**config.mk**
```make
export PLATFORM = sky130hd
export DESIGN_NAME = cpu_sequencer
export DESIGN_NICKNAME = d
export VERILOG_FILES = /design/src/rtl/cpu_sequencer_pkg.sv /design/src/rtl/cpu_sequencer_bus_port.sv /design/src/rtl/cpu_sequencer.sv
export SDC_FILE = /design/constraint.sdc
export NUM_CORES = 1
export LEC_CHECK = 0
export BUFFER_PORTS_ARGS = -buffer_cell sky130_fd_sc_hd__buf_2
export CAP_MARGIN = 20
export CORE_ASPECT_RATIO = 1.5
export CORE_MARGIN = 2
export CORE_UTILIZATION = 30
export CTS_CLUSTER_DIAMETER = 200
export DETAILED_ROUTE_END_ITERATION = 7
export GPL_ROUTABILITY_DRIVEN = 0
export GPL_TIMING_DRIVEN = 0
export HOLD_SLACK_MARGIN = 0.08
export PLACE_DENSITY = 0.65
export SLEW_MARGIN = 20
export SYNTH_ARGS = -nofsm -noshare
export SYNTH_HDL_FRONTEND = slang
export SYNTH_SLANG_ARGS = --single-unit
```
**constraint.sdc**
```tcl
create_clock -name clk -period 2.6 [get_ports clk]
set_clock_uncertainty 0.15 [all_clocks]
set_input_delay 0.13 -clock clk [delete_from_list [all_inputs] [get_ports clk]]
set_output_delay 0.13 -clock clk [all_outputs]
set_load 0.1 [all_outputs]
```
**src/rtl/cpu_sequencer_pkg.sv**
```systemverilog
// Shared state encodings, opcode constants and opcode-class decode for the
// cpu_sequencer control FSM.
package cpu_sequencer_pkg;

  typedef enum logic [2:0] {
    ST_FETCH  = 3'd0,
    ST_DECODE = 3'd1,
    ST_EXEC   = 3'd2,
    ST_MEM    = 3'd3,
    ST_WB     = 3'd4,
    ST_HALTED = 3'd5
  } seq_state_e;

  localparam logic [7:0] OPC_PUSH  = 8'hC0;
  localparam logic [7:0] OPC_PUSHN = 8'hC1;
  localparam logic [7:0] OPC_PUSHA = 8'hC2;
  localparam logic [7:0] OPC_POP   = 8'hC3;
  localparam logic [7:0] OPC_JMP   = 8'h20;
  localparam logic [7:0] OPC_HALT  = 8'h01;

  typedef enum logic [2:0] {
    CLS_ALU,
    CLS_LOAD,
    CLS_STORE,
    CLS_PUSH,
    CLS_POP,
    CLS_JMP,
    CLS_HALT
  } op_class_e;

  // Stack opcodes live in the opc[7]=1 space, so they must win over LOAD/STORE.
  function automatic op_class_e op_class(input logic [7:0] opc);
    op_class_e cls;
    if (opc == OPC_PUSH || opc == OPC_PUSHN || opc == OPC_PUSHA) cls = CLS_PUSH;
    else if (opc == OPC_POP)  cls = CLS_POP;
    else if (opc == OPC_JMP)  cls = CLS_JMP;
    else if (opc == OPC_HALT) cls = CLS_HALT;
    else if (opc[7])          cls = opc[1] ? CLS_STORE : CLS_LOAD;
    else                      cls = CLS_ALU;
    return cls;
  endfunction

endpackage

```
**src/rtl/cpu_sequencer_bus_port.sv**
```systemverilog
// One req/ack channel of the sequencer. Optional wait-limit counter is built
// only when SEQ_BUS_TIMEOUT_EN is defined.
module seq_bus_port #(
  parameter int TIMEOUT_CYC = 255
) (
  input  logic clk,
  input  logic rst_n,
  input  logic en,
  input  logic ack,
  output logic req,
  output logic done,
  output logic timeout
);

  // Handshake: req stays high every cycle the owner sits in its wait state;
  // a cycle with req && ack completes the transfer (zero-wait allowed), ack
  // without req is ignored, and reset removes req combinationally.
  assign req  = en & rst_n;
  assign done = en & ack;

`ifdef SEQ_BUS_TIMEOUT_EN
  localparam int CNT_W = (TIMEOUT_CYC > 255) ? $clog2(TIMEOUT_CYC + 1) : 8;
  localparam logic [CNT_W-1:0] LIMIT = CNT_W'(TIMEOUT_CYC);

  logic [CNT_W-1:0] cnt;

  // Idle cycles between wait states clear the counter, giving a clean start.
  always_ff @(posedge clk or negedge rst_n) begin
    if (!rst_n)                     cnt <= '0;
    else if (!en)                   cnt <= '0;
    else if (!ack && cnt != LIMIT)  cnt <= cnt + 1'b1;
  end

  assign timeout = en & ~ack & (cnt == LIMIT);
`else
  logic [31:0] unused_cfg;
  assign unused_cfg = {31'(TIMEOUT_CYC), clk};
  assign timeout    = 1'b0;
`endif

endmodule

```
**src/rtl/cpu_sequencer.sv**
```systemverilog
// Multi-cycle control FSM: fetch, decode, execute, memory, writeback.
// Optional bus timeout under SEQ_BUS_TIMEOUT_EN.
module cpu_sequencer
  import cpu_sequencer_pkg::*;
#(
  parameter int              PC_W        = 64,
  parameter int              INST_BYTES  = 9,
  parameter logic [PC_W-1:0] RESET_PC    = '0,
  parameter int              TIMEOUT_CYC = 255
) (
  input  logic            clk,
  input  logic            rst_n,
  output logic            i_req,
  output logic [PC_W-1:0] i_addr,
  input  logic            i_ack,
  input  logic [71:0]     i_data,
  output logic            d_req,
  output logic            d_we,
  input  logic            d_ack,
  output logic [7:0]      ir_opc,
  output logic [63:0]     ir_opl,
  output logic            alu_en,
  output logic            rf_we,
  output logic            sp_inc,
  output logic            sp_dec,
  input  logic            br_taken,
  input  logic [PC_W-1:0] br_target,
  output logic [PC_W-1:0] pc,
  output logic            halted,
  output logic            fault,
  output seq_state_e      dbg_state
);

  seq_state_e      state, state_n;
  logic [PC_W-1:0] pc_n, pc_inc;
  op_class_e       cls;
  logic            i_done, i_to, d_done, d_to;

  seq_bus_port #(.TIMEOUT_CYC(TIMEOUT_CYC)) u_ibus (
    .clk(clk), .rst_n(rst_n), .en(state == ST_FETCH), .ack(i_ack),
    .req(i_req), .done(i_done), .timeout(i_to)
  );

  seq_bus_port #(.TIMEOUT_CYC(TIMEOUT_CYC)) u_dbus (
    .clk(clk), .rst_n(rst_n), .en(state == ST_MEM), .ack(d_ack),
    .req(d_req), .done(d_done), .timeout(d_to)
  );

  assign cls       = op_class(ir_opc);
  assign pc_inc    = pc + PC_W'(INST_BYTES);
  assign i_addr    = pc;
  assign halted    = (state == ST_HALTED);
  assign dbg_state = state;

  always_ff @(posedge clk or negedge rst_n) begin
    if (!rst_n) begin
      state <= ST_FETCH;
      pc    <= RESET_PC;
    end else begin
      state <= state_n;
      pc    <= pc_n;
    end
  end

  always_ff @(posedge clk or negedge rst_n) begin
    if (!rst_n)      {ir_opc, ir_opl} <= '0;
    else if (i_done) {ir_opc, ir_opl} <= i_data;
  end

  always_comb begin
    state_n = state;
    pc_n    = pc;
    alu_en  = 1'b0;
    rf_we   = 1'b0;
    sp_inc  = 1'b0;
    sp_dec  = 1'b0;
    d_we    = 1'b0;
    unique case (state)
      ST_FETCH: begin
        if (i_done)    state_n = ST_DECODE;
        else if (i_to) state_n = ST_HALTED;
      end
      ST_DECODE: state_n = (cls == CLS_HALT) ? ST_HALTED : ST_EXEC;
      ST_EXEC: begin
        alu_en = 1'b1;
        sp_dec = (cls == CLS_PUSH);
        if (cls == CLS_JMP) begin
          pc_n    = br_taken ? br_target : pc_inc;
          state_n = ST_FETCH;
        end else if (cls == CLS_ALU) begin
          state_n = ST_WB;
        end else begin
          state_n = ST_MEM;
        end
      end
      ST_MEM: begin
        d_we = (cls == CLS_STORE) || (cls == CLS_PUSH);
        if (d_done) begin
          if (cls == CLS_LOAD || cls == CLS_POP) begin
            state_n = ST_WB;
          end else begin
            pc_n    = pc_inc;
            state_n = ST_FETCH;
          end
        end else if (d_to) begin
          state_n = ST_HALTED;
        end
      end
      ST_WB: begin
        rf_we   = 1'b1;
        sp_inc  = (cls == CLS_POP);
        pc_n    = pc_inc;
        state_n = ST_FETCH;
      end
      ST_HALTED: state_n = ST_HALTED;
      default:   state_n = ST_FETCH;
    endcase
  end

`ifdef SEQ_BUS_TIMEOUT_EN
  logic fault_q;
  always_ff @(posedge clk or negedge rst_n) begin
    if (!rst_n)           fault_q <= 1'b0;
    else if (i_to | d_to) fault_q <= 1'b1;
  end
  assign fault = fault_q;
`else
  assign fault = 1'b0;
`endif

endmodule
```
==> results <==
- The flow ran to the end, and the final reports show no timing, DRC or antenna violations.
- The number of antenna violations at the first check in global routing is 2.
- Headroom to the max-slew limit came out at 0.637.
- The predominant post-synthesis flop cell is sky130_fd_sc_hd__dfrtp_1.
- The setup path with the least slack is of type reg2reg.
- The number of rows in the core area is 72.
- The remaining design rule violation count is 0.
- The average cell area after synthesis is 9.53 um^2.
- The overflow left after global routing is 0.
- STA classifies the critical path startpoint as a register.
- In the layout the commonest cells are 357 x sky130_fd_sc_hd__buf_2, 139 x sky130_fd_sc_hd__dlygate4sd3_1, 98 x sky130_fd_sc_hd__buf_4.
- The area of all sequential standard cells is 3600 um^2.
- The insertion delay to the later sink of the worst-skew pair is 0.44 ns.
- Clock-pin slew was measured on the worst setup and hold paths at about 0.060 ns.
- Of the post-synthesis cell area, the dominant cell type holds 0.447.
- Static timing analysis puts the maximum clock frequency at 391 MHz.
- Measured in cells, the most critical reg-to-reg path has a length of 7.
- From bottom edge to top edge, the die measures 201 um.
- The async set or reset register ratio after synthesis is 1.00.
- The die covers roughly 27,000 um^2.
- The count of nets left with antenna violations once routing finished came out at 0.
- In this run the clock root is driven by a sky130_fd_sc_hd__clkbuf_16.
- The tool flagged a number of max-cap violations equal to 0.
- Of the cells placed in the final design, the portion with a size suffix greater than 1 is 0.507.
- Excluding fillers, the count of instances in the completed layout stands at 1,698.
- The clock passes through at most 2 buffers.
- The core footprint is 25,700 um^2.
- The first TritonRoute pass finished after 5 iterations.
- In the synthesized netlist, the number of instances is 817.
- The cell taking the most area after synthesis is sky130_fd_sc_hd__dfrtp_1.
- Dividing the final minimum period by the clock period gives 0.985.
- The worst endpoint required time is approximately 2.8 ns.
- The net count after synthesis is 959.
- After synthesis the netlist holds a flip-flop and latch count of 139.
- The routed via count is 9,065.
- After routing, the total negative slack on setup checks comes to 0 ns.
- Entering global routing, the biggest net connects between 70 and 80 pins.
- The post-synthesis cell type count is 58.
- After the last flow step, the layout net total stands at 1,493.
- Across every metal layer, demand over resource in global routing totals 0.244.
- The worst min-delay path category is in2async.
- The layout has 2,359 filler cells.
- The setup-violating endpoint count in the final report is 0.
- Of the synthesized area, sequential elements account for 0.447.
- Counting flops with a built-in enable in the synthesized netlist gives 0.
- The DRC violation total after the first TritonRoute iteration is 565.
- The via count of the first global-routing pass came to between 9,000 and 10,000.
- The H-tree level count is 4.
- Leaving out fill and tap cells, the most frequent cell in the layout is sky130_fd_sc_hd__buf_2.
- The multi-input combinational cells in the finished layout cover a total of roughly 3900 um^2.
- For this configuration, the core starts out at a cell density of 0.303.
- The clock net in this run drives a total of 139 sinks.
- The number of instances in the placed design is between 1,500 and 2,000.
- TritonCTS built the clock tree.
- Yosys attributes the largest share of cell area to sky130_fd_sc_hd__dfrtp_1 45%, sky130_fd_sc_hd__mux2_2 10%, sky130_fd_sc_hd__buf_4 6.3%.
- In this run the horizontal extent of the chip is roughly 140 um.
- Dividing the detail-routed wire length by the instance count gives 20.2 um.
- For the finished layout, the period the worst path requires is 2.56 ns.
- The actual slew at the worst max-slew pin is 0.542 ns.
- The hold violation count in the final report was 0.
- The number of I/O port buffers is 351.
- The layout overhead on the synthesized area is 62.8%.
- The total count of max-transition violations in the final report is 0.
- The arrival time reported for the critical path endpoint is 2.72 ns.
- The critical path capture point type is a register.
- The via count normalized by instance count is ~5.3.
- After legalization and detailed placement, the total HPWL measured 24,400 um.
- The Yosys step of the flow raised 0 warnings.
- The number of top-level design ports is 353.
- The critical-path maximum fanout is 7.
- The final routed wirelength across all metal layers is around 34,000 um.
- On the final layout, the worst hold slack is a little under 0.05 ns.
- The total CTS buffers is 17.
- The synthesized cell area is 7790 um^2.
- The first global-routing pass estimated 51,100 um of wire.
==> repair_timing <==
item | 4_1_cts | 5_1_grt
hold buffers | 139 | 0
gates resized for setup | 53 | 42
pin swaps | 6 | 13
buffers inserted | 6 | 21
endpoints found under the setup margin | 134 | 94
hold endpoints to repair | 278 | 0
==> critical path: stages, from the launching register on <==
cell and delay [ns]:
sky130_fd_sc_hd__dfrtp_4 0.48, sky130_fd_sc_hd__a31oi_4 0.13, sky130_fd_sc_hd__or4_4 0.55, sky130_fd_sc_hd__or3_4 0.34
sky130_fd_sc_hd__buf_6 0.15, sky130_fd_sc_hd__or4_1 0.42, sky130_fd_sc_hd__o32ai_2 0.13, sky130_fd_sc_hd__nor3_1 0.07
==> registers in the layout, indices dropped and copies added, names as in the netlist <==
signal     count
dbg_state      3
i_addr        64
ir_opc         8
ir_opl        64
==> per-layer routing <==
layer  GRT usage  wire length [um]  vias up
met4       0.130              1690        2
li1            -                 -     4049
met1       0.259             12100     4351
met3      0.0670              2990      124
met5           0                13        -
met2       0.434             17500      539
==> through the flow <==
stage	setup WS [ns]	area (um^2)	utilization
6_report	0.0397	12700	0.494
2_1_floorplan	-0.202	8070	-
3_3_place_gp	-1.43	10200	0.399
4_1_cts	0.000305	12400	0.483
3_5_place_dp	-0.569	10300	0.400
5_1_grt	-0.0144	12700	0.494
==> final timing paths <==
path                                               end                   start  slack [ns]
worst min-delay path             i_addr[3]$_DFFE_PN0P_                   rst_n        0.05
worst min register to register  ir_opl[12]$_DFFE_PN0P_  ir_opl[12]$_DFFE_PN0P_        0.35
max in group asynchronous        ir_opc[7]$_DFFE_PN0P_                   rst_n        1.52
min in group clk                 i_addr[2]$_DFFE_PN0P_                br_taken        0.24
worst max-delay path            i_addr[57]$_DFFE_PN0P_   i_addr[1]$_DFFE_PN0P_        0.04
worst max register to register  i_addr[57]$_DFFE_PN0P_   i_addr[1]$_DFFE_PN0P_        0.04
==> layout make-up <==
| type | count | area share |
|---|---|---|
| multi-input combinational | 553 | 0.305 |
| sequential | 139 | 0.284 |
| timing repair buffer | 518 | 0.268 |
| buffer | 112 | 0.0626 |
| clock buffer | 18 | 0.0338 |
| tap | 333 | 0.0329 |
| clock inverter | 14 | 0.00977 |
| inverter | 10 | 0.00326 |
| antenna | 1 | 0.000197 |
==> cell usage after synthesis (6+ instances only) <==
| library cell | count |
|---|---|
| sky130_fd_sc_hd__clkbuf_1 | 38 |
| sky130_fd_sc_hd__or3_1 | 6 |
| sky130_fd_sc_hd__a2bb2oi_1 | 16 |
| sky130_fd_sc_hd__and3_1 | 13 |
| sky130_fd_sc_hd__o22a_1 | 9 |
| sky130_fd_sc_hd__nor4_1 | 11 |
| sky130_fd_sc_hd__buf_4 | 65 |
| sky130_fd_sc_hd__mux2_2 | 71 |
| sky130_fd_sc_hd__a31oi_1 | 15 |
| sky130_fd_sc_hd__o22ai_1 | 30 |
| sky130_fd_sc_hd__dfrtp_1 | 139 |
| sky130_fd_sc_hd__o21ai_0 | 32 |
| sky130_fd_sc_hd__nor2_1 | 42 |
| sky130_fd_sc_hd__nand4_1 | 27 |
| sky130_fd_sc_hd__nor3_1 | 16 |
| sky130_fd_sc_hd__nand2_1 | 68 |
| sky130_fd_sc_hd__o31ai_1 | 7 |
| sky130_fd_sc_hd__a21oi_1 | 72 |
| sky130_fd_sc_hd__and4_1 | 10 |
| sky130_fd_sc_hd__nand3_1 | 41 |
| sky130_fd_sc_hd__buf_1 | 7 |
| sky130_fd_sc_hd__inv_1 | 10 |
==> cell families after synthesis <==
kind of cell | Yosys count | synth area share
AND/OR/NAND/NOR | 258 | 0.171
AO/OA/AOI/OAI | 216 | 0.178
flip-flops | 139 | 0.447
buffers and inverters | 125 | 0.0924
multiplexers | 73 | 0.105
XOR/XNOR | 4 | 0.00450
adder cells (fa/ha/maj) | 1 | 0.00161
other | 1 | 0.000482
Power is not shown: default switching activity piles up to over one toggle a cycle in this logic, so the estimate is an artifact.
